===== src/rtl/mul_div_seq_pkg.sv =====
// Shared types and constants for the multiply/divide sequencer and its ALU.
package mul_div_pkg;

    // Datapath word width; the ALU is built from nine 4-bit slices.
    localparam int W = 36;

    typedef enum logic [2:0] {
        IDLE,
        MSTEP,
        DSTEP,
        DFIX,
        DSIGN,
        DONE
    } state_t;

    // ALU function word as {S[3:0], boole, cin}.
    typedef struct packed {
        logic [3:0] s;
        logic       boole;
        logic       cin;
    } alu_fn_t;

    localparam alu_fn_t FN_ADD   = alu_fn_t'(6'b0110_0_0);
    localparam alu_fn_t FN_SUB   = alu_fn_t'(6'b1001_0_1);
    localparam alu_fn_t FN_PASSA = alu_fn_t'(6'b1111_0_1);

    // Magnitude of a two's-complement word; the most negative value maps to 2^(W-1) unsigned.
    function automatic logic [W-1:0] abs_w(input logic [W-1:0] x);
        return x[W-1] ? -x : x;
    endfunction

endpackage


===== src/rtl/mul_div_seq_if.sv =====
// Start/done handshake and operand/result bus between EBOX control and the sequencer.
interface mul_div_seq_if;
    import mul_div_pkg::*;

    logic         start;
    logic         op;
    logic [W-1:0] a_hi;
    logic [W-1:0] a_lo;
    logic [W-1:0] b;
    logic         busy;
    logic         done;
    logic         ovf;
    logic [W-1:0] hi;
    logic [W-1:0] lo;

    modport master (
        output start, op, a_hi, a_lo, b,
        input  busy, done, ovf, hi, lo
    );

    modport slave (
        input  start, op, a_hi, a_lo, b,
        output busy, done, ovf, hi, lo
    );

endinterface


===== src/rtl/mul_div_seq_alu36.sv =====
// 36-bit ripple-carry ALU made of nine mc10181-style 4-bit slices.

// One 4-bit slice. The sum is formed as (A | X) + (A & Y) + cn, where X and Y
// pick B, ~B, 0 or 1 from the select bits. With boole set the inter-bit carries
// are suppressed and the slice produces the carry-free sum bits. Group
// lookahead outputs are not modelled because the slices are ripple-chained.
module mc10181 (
    input  logic [3:0] i_a,
    input  logic [3:0] i_b,
    input  logic [3:0] i_s,
    input  logic       i_m,
    input  logic       i_cn,
    output logic [3:0] o_f,
    output logic       o_cout
);
    logic [3:0] w_x;
    logic [3:0] w_y;
    logic [3:0] w_p;
    logic [3:0] w_g;
    logic [4:0] w_sum;

    assign w_x   = (i_b & {4{i_s[1]}}) | (~i_b & {4{i_s[0]}});
    assign w_y   = (i_b & {4{i_s[2]}}) | (~i_b & {4{i_s[3]}});
    assign w_p   = i_a | w_x;
    assign w_g   = i_a & w_y;
    assign w_sum = {1'b0, w_p} + {1'b0, w_g} + {4'b0000, i_cn};

    assign o_f    = i_m ? (w_p ^ w_g) : w_sum[3:0];
    assign o_cout = i_m ? 1'b0 : w_sum[4];
endmodule

module alu36
    import mul_div_pkg::*;
(
    input  logic [W-1:0] i_a,
    input  logic [W-1:0] i_b,
    input  logic [3:0]   i_s,
    input  logic         i_boole,
    input  logic         i_cin,
    output logic [W-1:0] f,
    output logic         cout
);
    logic [9:0] w_c;

    assign w_c[0] = i_cin;

    for (genvar i = 0; i < 9; i++) begin : g_slice
        mc10181 u_slice (
            .i_a    (i_a[4*i +: 4]),
            .i_b    (i_b[4*i +: 4]),
            .i_s    (i_s),
            .i_m    (i_boole),
            .i_cn   (w_c[i]),
            .o_f    (f[4*i +: 4]),
            .o_cout (w_c[i+1])
        );
    end

    assign cout = w_c[9];
endmodule


===== src/rtl/mul_div_seq.sv =====
// Iterative signed multiply (radix-2 Booth) and divide (non-restoring on
// magnitudes) sequencer. Every step goes registers -> alu36 -> registers.
module mul_div_seq
    import mul_div_pkg::*;
(
    input  logic         clk,
    input  logic         rst,
    mul_div_seq_if.slave bus
);
    state_t         r_state;
    state_t         w_next;
    logic [5:0]     r_cnt;
    logic [W-1:0]   r_ar;
    logic [W-1:0]   r_mq;
    logic [W-1:0]   r_b;
    logic [W-1:0]   r_hi;
    logic [W-1:0]   r_lo;
    logic           r_rtop;
    logic           r_prev;
    logic           r_negq;
    logic           r_negr;
    logic           r_ovf;

    alu_fn_t        w_fn;
    logic [W-1:0]   w_alu_a;
    logic [W-1:0]   w_alu_b;
    logic [W-1:0]   w_f;
    logic [W-1:0]   w_fneg;
    logic           w_cout;
    logic           w_unused_cout;
    logic           w_opsign;
    logic           w_shin;
    logic           w_rtop_new;
    logic           w_last;
    logic [2*W-1:0] w_dvd;
    logic [2*W-1:0] w_mag;
    logic [W-1:0]   w_absb;
    logic           w_dovf;

    assign w_last = (r_cnt == 6'd35);

    // Divide operand conditioning: 72-bit dividend magnitude, divisor magnitude, overflow.
    assign w_dvd  = {bus.a_hi, bus.a_lo};
    assign w_mag  = w_dvd[2*W-1] ? -w_dvd : w_dvd;
    assign w_absb = abs_w(bus.b);
    assign w_dovf = (bus.b == '0) || (w_mag[2*W-1:W] >= w_absb);

    // Booth shift-in is the true sign of the 37-bit sum: F[35] corrected on overflow.
    assign w_opsign = (w_fn == FN_ADD) ? r_b[W-1] :
                      ((w_fn == FN_SUB) ? ~r_b[W-1] : 1'b1);
    assign w_shin   = w_f[W-1] ^ ((r_ar[W-1] == w_opsign) && (w_f[W-1] != r_ar[W-1]));

    // Partial remainder bit 36: shifted-in top bit, operand bit 36 (1 for ~B), carry out of slice 8.
    assign w_rtop_new = r_ar[W-1] ^ (w_fn == FN_SUB) ^ w_cout;

    alu36 u_alu (
        .i_a     (w_alu_a),
        .i_b     (w_alu_b),
        .i_s     (w_fn.s),
        .i_boole (w_fn.boole),
        .i_cin   (w_fn.cin),
        .f       (w_f),
        .cout    (w_cout)
    );

    // The remainder is negated in the same DSIGN cycle as the quotient, so it gets its own ALU.
    alu36 u_alu_neg (
        .i_a     ('0),
        .i_b     (r_ar),
        .i_s     (FN_SUB.s),
        .i_boole (FN_SUB.boole),
        .i_cin   (FN_SUB.cin),
        .f       (w_fneg),
        .cout    (w_unused_cout)
    );

    // State register.
    always_ff @(posedge clk or posedge rst) begin
        if (rst) r_state <= IDLE;
        else     r_state <= w_next;
    end

    // Next-state: 36 steps per operation, divide adds fix-up and sign cycles.
    always_comb begin
        w_next = r_state;
        case (r_state)
            IDLE:    if (bus.start) w_next = bus.op ? DSTEP : MSTEP;
            MSTEP:   if (w_last) w_next = DONE;
            DSTEP:   if (r_ovf) w_next = DONE;
                     else if (w_last) w_next = DFIX;
            DFIX:    w_next = DSIGN;
            DSIGN:   w_next = DONE;
            DONE:    w_next = IDLE;
            default: w_next = IDLE;
        endcase
    end

    // Outputs: handshake decode and ALU function/operand selection per state.
    always_comb begin
        bus.busy = (r_state != IDLE);
        bus.done = (r_state == DONE);
        w_fn     = FN_PASSA;
        w_alu_a  = r_ar;
        w_alu_b  = r_b;
        case (r_state)
            MSTEP: begin
                case ({r_mq[0], r_prev})
                    2'b10:   w_fn = FN_SUB;
                    2'b01:   w_fn = FN_ADD;
                    default: w_fn = FN_PASSA;
                endcase
            end
            DSTEP: begin
                w_alu_a = {r_ar[W-2:0], r_mq[W-1]};
                w_fn    = r_rtop ? FN_ADD : FN_SUB;
            end
            DFIX: begin
                w_fn = FN_ADD;
            end
            DSIGN: begin
                w_alu_a = '0;
                w_alu_b = r_mq;
                w_fn    = FN_SUB;
            end
            default: ;
        endcase
    end

    // Datapath: operand load on accepted start, per-step AR/MQ/R update, result capture.
    always_ff @(posedge clk or posedge rst) begin
        if (rst) begin
            r_cnt  <= '0;
            r_ar   <= '0;
            r_mq   <= '0;
            r_b    <= '0;
            r_hi   <= '0;
            r_lo   <= '0;
            r_rtop <= 1'b0;
            r_prev <= 1'b0;
            r_negq <= 1'b0;
            r_negr <= 1'b0;
            r_ovf  <= 1'b0;
        end else begin
            case (r_state)
                IDLE: begin
                    if (bus.start) begin
                        r_cnt  <= '0;
                        r_rtop <= 1'b0;
                        r_prev <= 1'b0;
                        r_ovf  <= 1'b0;
                        if (!bus.op) begin
                            r_ar <= '0;
                            r_mq <= bus.b;
                            r_b  <= bus.a_lo;
                        end else if (w_dovf) begin
                            r_ovf <= 1'b1;
                            r_ar  <= bus.a_hi;
                            r_mq  <= bus.a_lo;
                            r_b   <= w_absb;
                        end else begin
                            r_ar   <= w_mag[2*W-1:W];
                            r_mq   <= w_mag[W-1:0];
                            r_b    <= w_absb;
                            r_negq <= bus.a_hi[W-1] ^ bus.b[W-1];
                            r_negr <= bus.a_hi[W-1];
                        end
                    end
                end
                MSTEP: begin
                    r_ar   <= {w_shin, w_f[W-1:1]};
                    r_mq   <= {w_f[0], r_mq[W-1:1]};
                    r_prev <= r_mq[0];
                    r_cnt  <= r_cnt + 6'd1;
                    if (w_last) begin
                        r_hi <= {w_shin, w_f[W-1:1]};
                        r_lo <= {w_f[0], r_mq[W-1:1]};
                    end
                end
                DSTEP: begin
                    if (r_ovf) begin
                        r_hi <= r_ar;
                        r_lo <= r_mq;
                    end else begin
                        r_rtop <= w_rtop_new;
                        r_ar   <= w_f;
                        r_mq   <= {r_mq[W-2:0], ~w_rtop_new};
                        r_cnt  <= r_cnt + 6'd1;
                    end
                end
                DFIX: begin
                    if (r_rtop) begin
                        r_ar   <= w_f;
                        r_rtop <= 1'b0;
                    end
                end
                DSIGN: begin
                    r_hi <= r_negq ? w_f : r_mq;
                    r_lo <= r_negr ? w_fneg : r_ar;
                end
                default: ;
            endcase
        end
    end

    assign bus.hi  = r_hi;
    assign bus.lo  = r_lo;
    assign bus.ovf = r_ovf;

endmodule


===== src/flat_wrapper.sv =====
// flat-port wrapper written by rule: the top's interface ports become plain ports
module mul_div_seq_flat import mul_div_pkg::*;
  (clk, rst, bus_start, bus_op, bus_a_hi, bus_a_lo, bus_b, bus_busy, bus_done, bus_ovf, bus_hi, bus_lo);
  mul_div_seq_if bus_i ();
  input  logic clk;
  input  logic rst;
  input wire logic [$bits(bus_i.start)-1:0] bus_start;
  input wire logic [$bits(bus_i.op)-1:0] bus_op;
  input wire logic [$bits(bus_i.a_hi)-1:0] bus_a_hi;
  input wire logic [$bits(bus_i.a_lo)-1:0] bus_a_lo;
  input wire logic [$bits(bus_i.b)-1:0] bus_b;
  output wire logic [$bits(bus_i.busy)-1:0] bus_busy;
  output wire logic [$bits(bus_i.done)-1:0] bus_done;
  output wire logic [$bits(bus_i.ovf)-1:0] bus_ovf;
  output wire logic [$bits(bus_i.hi)-1:0] bus_hi;
  output wire logic [$bits(bus_i.lo)-1:0] bus_lo;
  assign bus_i.start = bus_start;
  assign bus_i.op = bus_op;
  assign bus_i.a_hi = bus_a_hi;
  assign bus_i.a_lo = bus_a_lo;
  assign bus_i.b = bus_b;
  assign bus_busy = bus_i.busy;
  assign bus_done = bus_i.done;
  assign bus_ovf = bus_i.ovf;
  assign bus_hi = bus_i.hi;
  assign bus_lo = bus_i.lo;
  mul_div_seq u_core (.clk(clk), .rst(rst), .bus(bus_i));
endmodule

===== config.mk =====
export PLATFORM = sky130hd
export DESIGN_NAME = mul_div_seq_flat
export DESIGN_NICKNAME = d
export VERILOG_FILES = /design/src/rtl/mul_div_seq_pkg.sv /design/src/rtl/mul_div_seq_if.sv /design/src/rtl/mul_div_seq_alu36.sv /design/src/rtl/mul_div_seq.sv /design/src/flat_wrapper.sv
export SDC_FILE = /design/constraint.sdc
export NUM_CORES = 1
export LEC_CHECK = 0
export ABC_CLOCK_PERIOD_IN_PS = 14200
export BUFFER_PORTS_ARGS = -buffer_cell sky130_fd_sc_hd__buf_2
export CAP_MARGIN = 15
export CELL_PAD_IN_SITES_DETAIL_PLACEMENT = 0
export CELL_PAD_IN_SITES_GLOBAL_PLACEMENT = 2
export CORE_MARGIN = 3
export CORE_UTILIZATION = 36
export DETAILED_ROUTE_END_ITERATION = 12
export PLACE_DENSITY = 0.85
export RECOVER_POWER = 25
export SETUP_SLACK_MARGIN = 0.1
export SYNTH_ARGS = -nofsm -noshare
export SYNTH_HDL_FRONTEND = slang
export SYNTH_SLANG_ARGS = --single-unit

===== constraint.sdc =====
create_clock -name clk -period 14.2 [get_ports clk]
set_input_delay 2.84 -clock clk [delete_from_list [all_inputs] [get_ports clk]]
set_output_delay 2.84 -clock clk [all_outputs]
set_load 0.02 [all_outputs]

==> metrics.yaml <==
logic_synthesis:
  yosysMostFrequentCell: "nor2_1"
  synth.area.top_cells: "dfrtp_1, ha_1, a221oi_1, mux2i_1, o21ai_0"
  synth_fp_nets: 2289
  yosys.area.top_type: "dfrtp_1"
  syn_avg_cell_area_um2: 8.16
  yosysWarnings: 0
  synth_enable_flop_cells: 0
  async_reset_ff_share_pct: 100
  seq_area_frac_synth_pct: 28.7
  synthesis.area_um2: 16900
  ys_types: 71
  synth_top_cell_area_share_pct: 28.7
  yosys-top-cells-count: "nor2_1, o21ai_0, dfrtp_1"
  synth-seq-cells: 194
  syn-instance-count: 2076
  synth_flop_cell: "dfrtp_1"
drt:
  final_antenna_net_count: 0
  drt_iter0_drc: 1561
  vias: 16500
  wl_mm: 67.7
  routed_via_density: 6.01
  drc: 0
  avgRoutedWirePerCell_um: 24.6
  drtPass1Iterations: 6
global_route:
  grt_pass1_wl_mm: 102
  use_met3_pct: 6.08
  grt.met1_usage_pct: 41.3
  grt_pass1_vias: 15700
  grt_usage_pct: 26.7
  gr-max-usage-layer: "met1"
  antenna_found_initial: 2
  grt_max_degree: 133
  grtUsageMet2_pct: 37.4
  grt_overflow: 0
cells_and_area:
  drive_gt1_share_pct: 13.2
  design_area_um2: 18800
  nNetsFinal: 2353
  multi_input_area_um2: 11300
  stdcell_count: 2753
  seqCellArea_um2: 4860
  area_delta_synth_final_pct: 11.0
  n_fill_cell: 4731
worst_setup_path:
  path_max_fanout: 28
  cpPeakStageDelay_ns: 0.86
  slowest_stage: "dfrtp_1"
  worstSetupStartpointType: "register"
  crit_type: "register to register"
  timing.critical_path.mode_cell: "fa_1"
  crit_required_ns: 14.50
  endpoint_kind: "register"
  arrival_ns: 12.88
floorplanning:
  initial_core_util_pct: 36.9
  fp.dieH_um: 223
  io_pins: 187
  core_um2: 46000
  die_w_um: 223
  fp-row-count: 78
  dieArea_um2: 49700
timing:
  final.period_utilization_pct: 88.5
  drv_slew: 201
  max_slew_margin_pct: -310
  finalHoldViolations: 0
  tightest_slew_ns: 6.11
  rsz0062_at_grt: "no"
  fmax_mhz: 79.5
  period_minus_slack_ns: 12.57
  setup_viol_count_final: 0
  clock_skew_ns: 0.0136
  setup-tns-final_ns: 0
clocking:
  cts_buffers: 17
  root_buffer: "clkbuf_16"
  cts_resized: 0
  ctsHoldBuffers: 0
  clk_path_buf_depth: 2
  clk-insertion-delay-late_ns: 0.46
  cts_tree: "done"
  h-tree-depth: 4
  clock_sinks: 194
  cts_setup_buffers: 0
  clk_pin_slew_ns: 0.08
place:
  dp.cells: 2721
  io_buffers: 186
  hpwl_mm: 51.1
  routabilityCongestion: 0.957
  placed_cell_area_um2: 18200
outcome:
  status: "finished with violations"
  violations: "capacitance limit, slew limit"
pwr:
  p_per_area_nw_per_um2: 306
  power_leakage_uw: 0.00800
  ir_drop_mv: 0.132
worst_hold_path:
  hp-class: "register to register"
job:
  maxCapViolCount: 2
## metal layers
layer  up-vias  share of wire (%)
met5         -              0.019
met1      8111                 49
met4         2                1.7
met3        55                8.4
li1       7736                  -
met2       634                 40
## worst max-delay path, delay by kind of cell, from the launching register on
| kind | cells | cell delay [ns] |
|---|---|---|
| fa+ha+maj | 18 | 5.63 |
| compound gates | 14 | 2.90 |
| flops | 1 | 0.86 |
| simple gates | 17 | 1.81 |
| mux | 1 | 0.19 |
| buf+inv | 8 | 0.68 |
| xor+xnor | 2 | 0.31 |
## kinds of logic (layout without fill, tap and decap cells)
logic type                 count (synthesis)  in the layout  synth area share (%)
AOI/OAI and AO/OA                        687            687                  26.4
xor gates and xnor gates                 160            160                  8.27
adders and majority gates                101            101                  8.26
buffers and inverters                    224            300                  5.21
DFF                                      194            194                  28.7
muxes                                    116            116                  6.98
other                                      0              1                     0
and+or+nand+nor                          594            594                  16.2
## per-stage QoR
| stage | setup WS [ns] | power (µW) | util [%] | hold WS (ns) |
|---|---|---|---|---|
| finish | 1.63 | 5740 | 40.9 | 0.488 |
| global route | 0.645 | 6230 | 40.9 | 0.510 |
| CTS | 1.76 | 5690 | 40.9 | 0.490 |
| detailed placement | 1.82 | 5160 | 39.6 | 0.474 |
| global placement | 2.00 | 5120 | 39.6 | 0.461 |
| floorplan | 3.10 | 3950 | - | 0.437 |
## flip-flops by register name, indices dropped and copies added (netlist names)
name	cells
u_core.r_rtop	1
u_core.r_negq	1
u_core.r_ar	36
u_core.r_mq	36
u_core.bus.hi	36
u_core.bus.lo	36
u_core.r_prev	1
u_core.r_b	36
u_core.r_state	3
u_core.r_cnt	6
u_core.r_negr	1
u_core.bus.ovf	1
## power by group
part	internal, µW	leakage (µW)	total, µW	switching, µW
Clock	268	0.000285	508	240
Sequential	843	0.00230	1240	395
Combinational	1550	0.00542	4000	2450
## worst paths after layout
| path | start | endpoint | slack (ns) | depth (start not counted) |
|---|---|---|---|---|
| max | u_core.r_state[1] | u_core.r_mq[0] | 1.63 | 60 |
| min | u_core.r_b[34] | u_core.r_b[34] | 0.49 | 1 |
| max reg2reg | u_core.r_state[1] | u_core.r_mq[0] | 1.63 | 60 |
| min reg2reg | u_core.r_b[34] | u_core.r_b[34] | 0.49 | 1 |
| max in group asynchronous | rst | u_core.r_negq | 7.12 | 3 |
| min in group asynchronous | rst | u_core.bus.lo[4] | 4.30 | 2 |
## placed cells by master, fill, tap and decap left out, drive strengths merged, types with 4 or more instances in the layout
cell / Yosys / routed
mux2i: 102 / 102
o211ai: 19 / 19
o22ai: 21 / 21
a221oi: 117 / 117
a21oi: 127 / 127
nand4: 8 / 8
or2: 4 / 4
nor4: 11 / 11
o21a: 16 / 16
nor3b: 11 / 11
nor3: 31 / 31
nand3: 12 / 12
xor2: 83 / 83
fa: 18 / 18
buf: 29 / 210
a22o: 9 / 9
dfrtp: 194 / 194
mux2: 14 / 14
a21o: 34 / 34
nor2b: 20 / 20
a31oi: 5 / 5
or4: 29 / 29
clkbuf: 138 / 21
nand2b: 21 / 21
ha: 83 / 83
a211oi: 16 / 16
o41ai: 7 / 7
nor2: 246 / 246
nand2: 166 / 166
xnor2: 77 / 77
o21ai: 218 / 218
inv: 55 / 61
a22oi: 34 / 34
a41oi: 5 / 5
o31ai: 42 / 42
or3: 25 / 25
## area by class of cell
cell class / count / share of cell area, %
multi-input cells: 1658 / 59.9
inverters: 57 / 1.14
well taps: 600 / 3.99
diodes: 1 / 0.0133
flip-flops and latches: 194 / 25.8
clock buffers: 19 / 2.36
clock inverters: 12 / 0.779
repair buffers: 212 / 5.96
(Power assumes the default switching activity.)
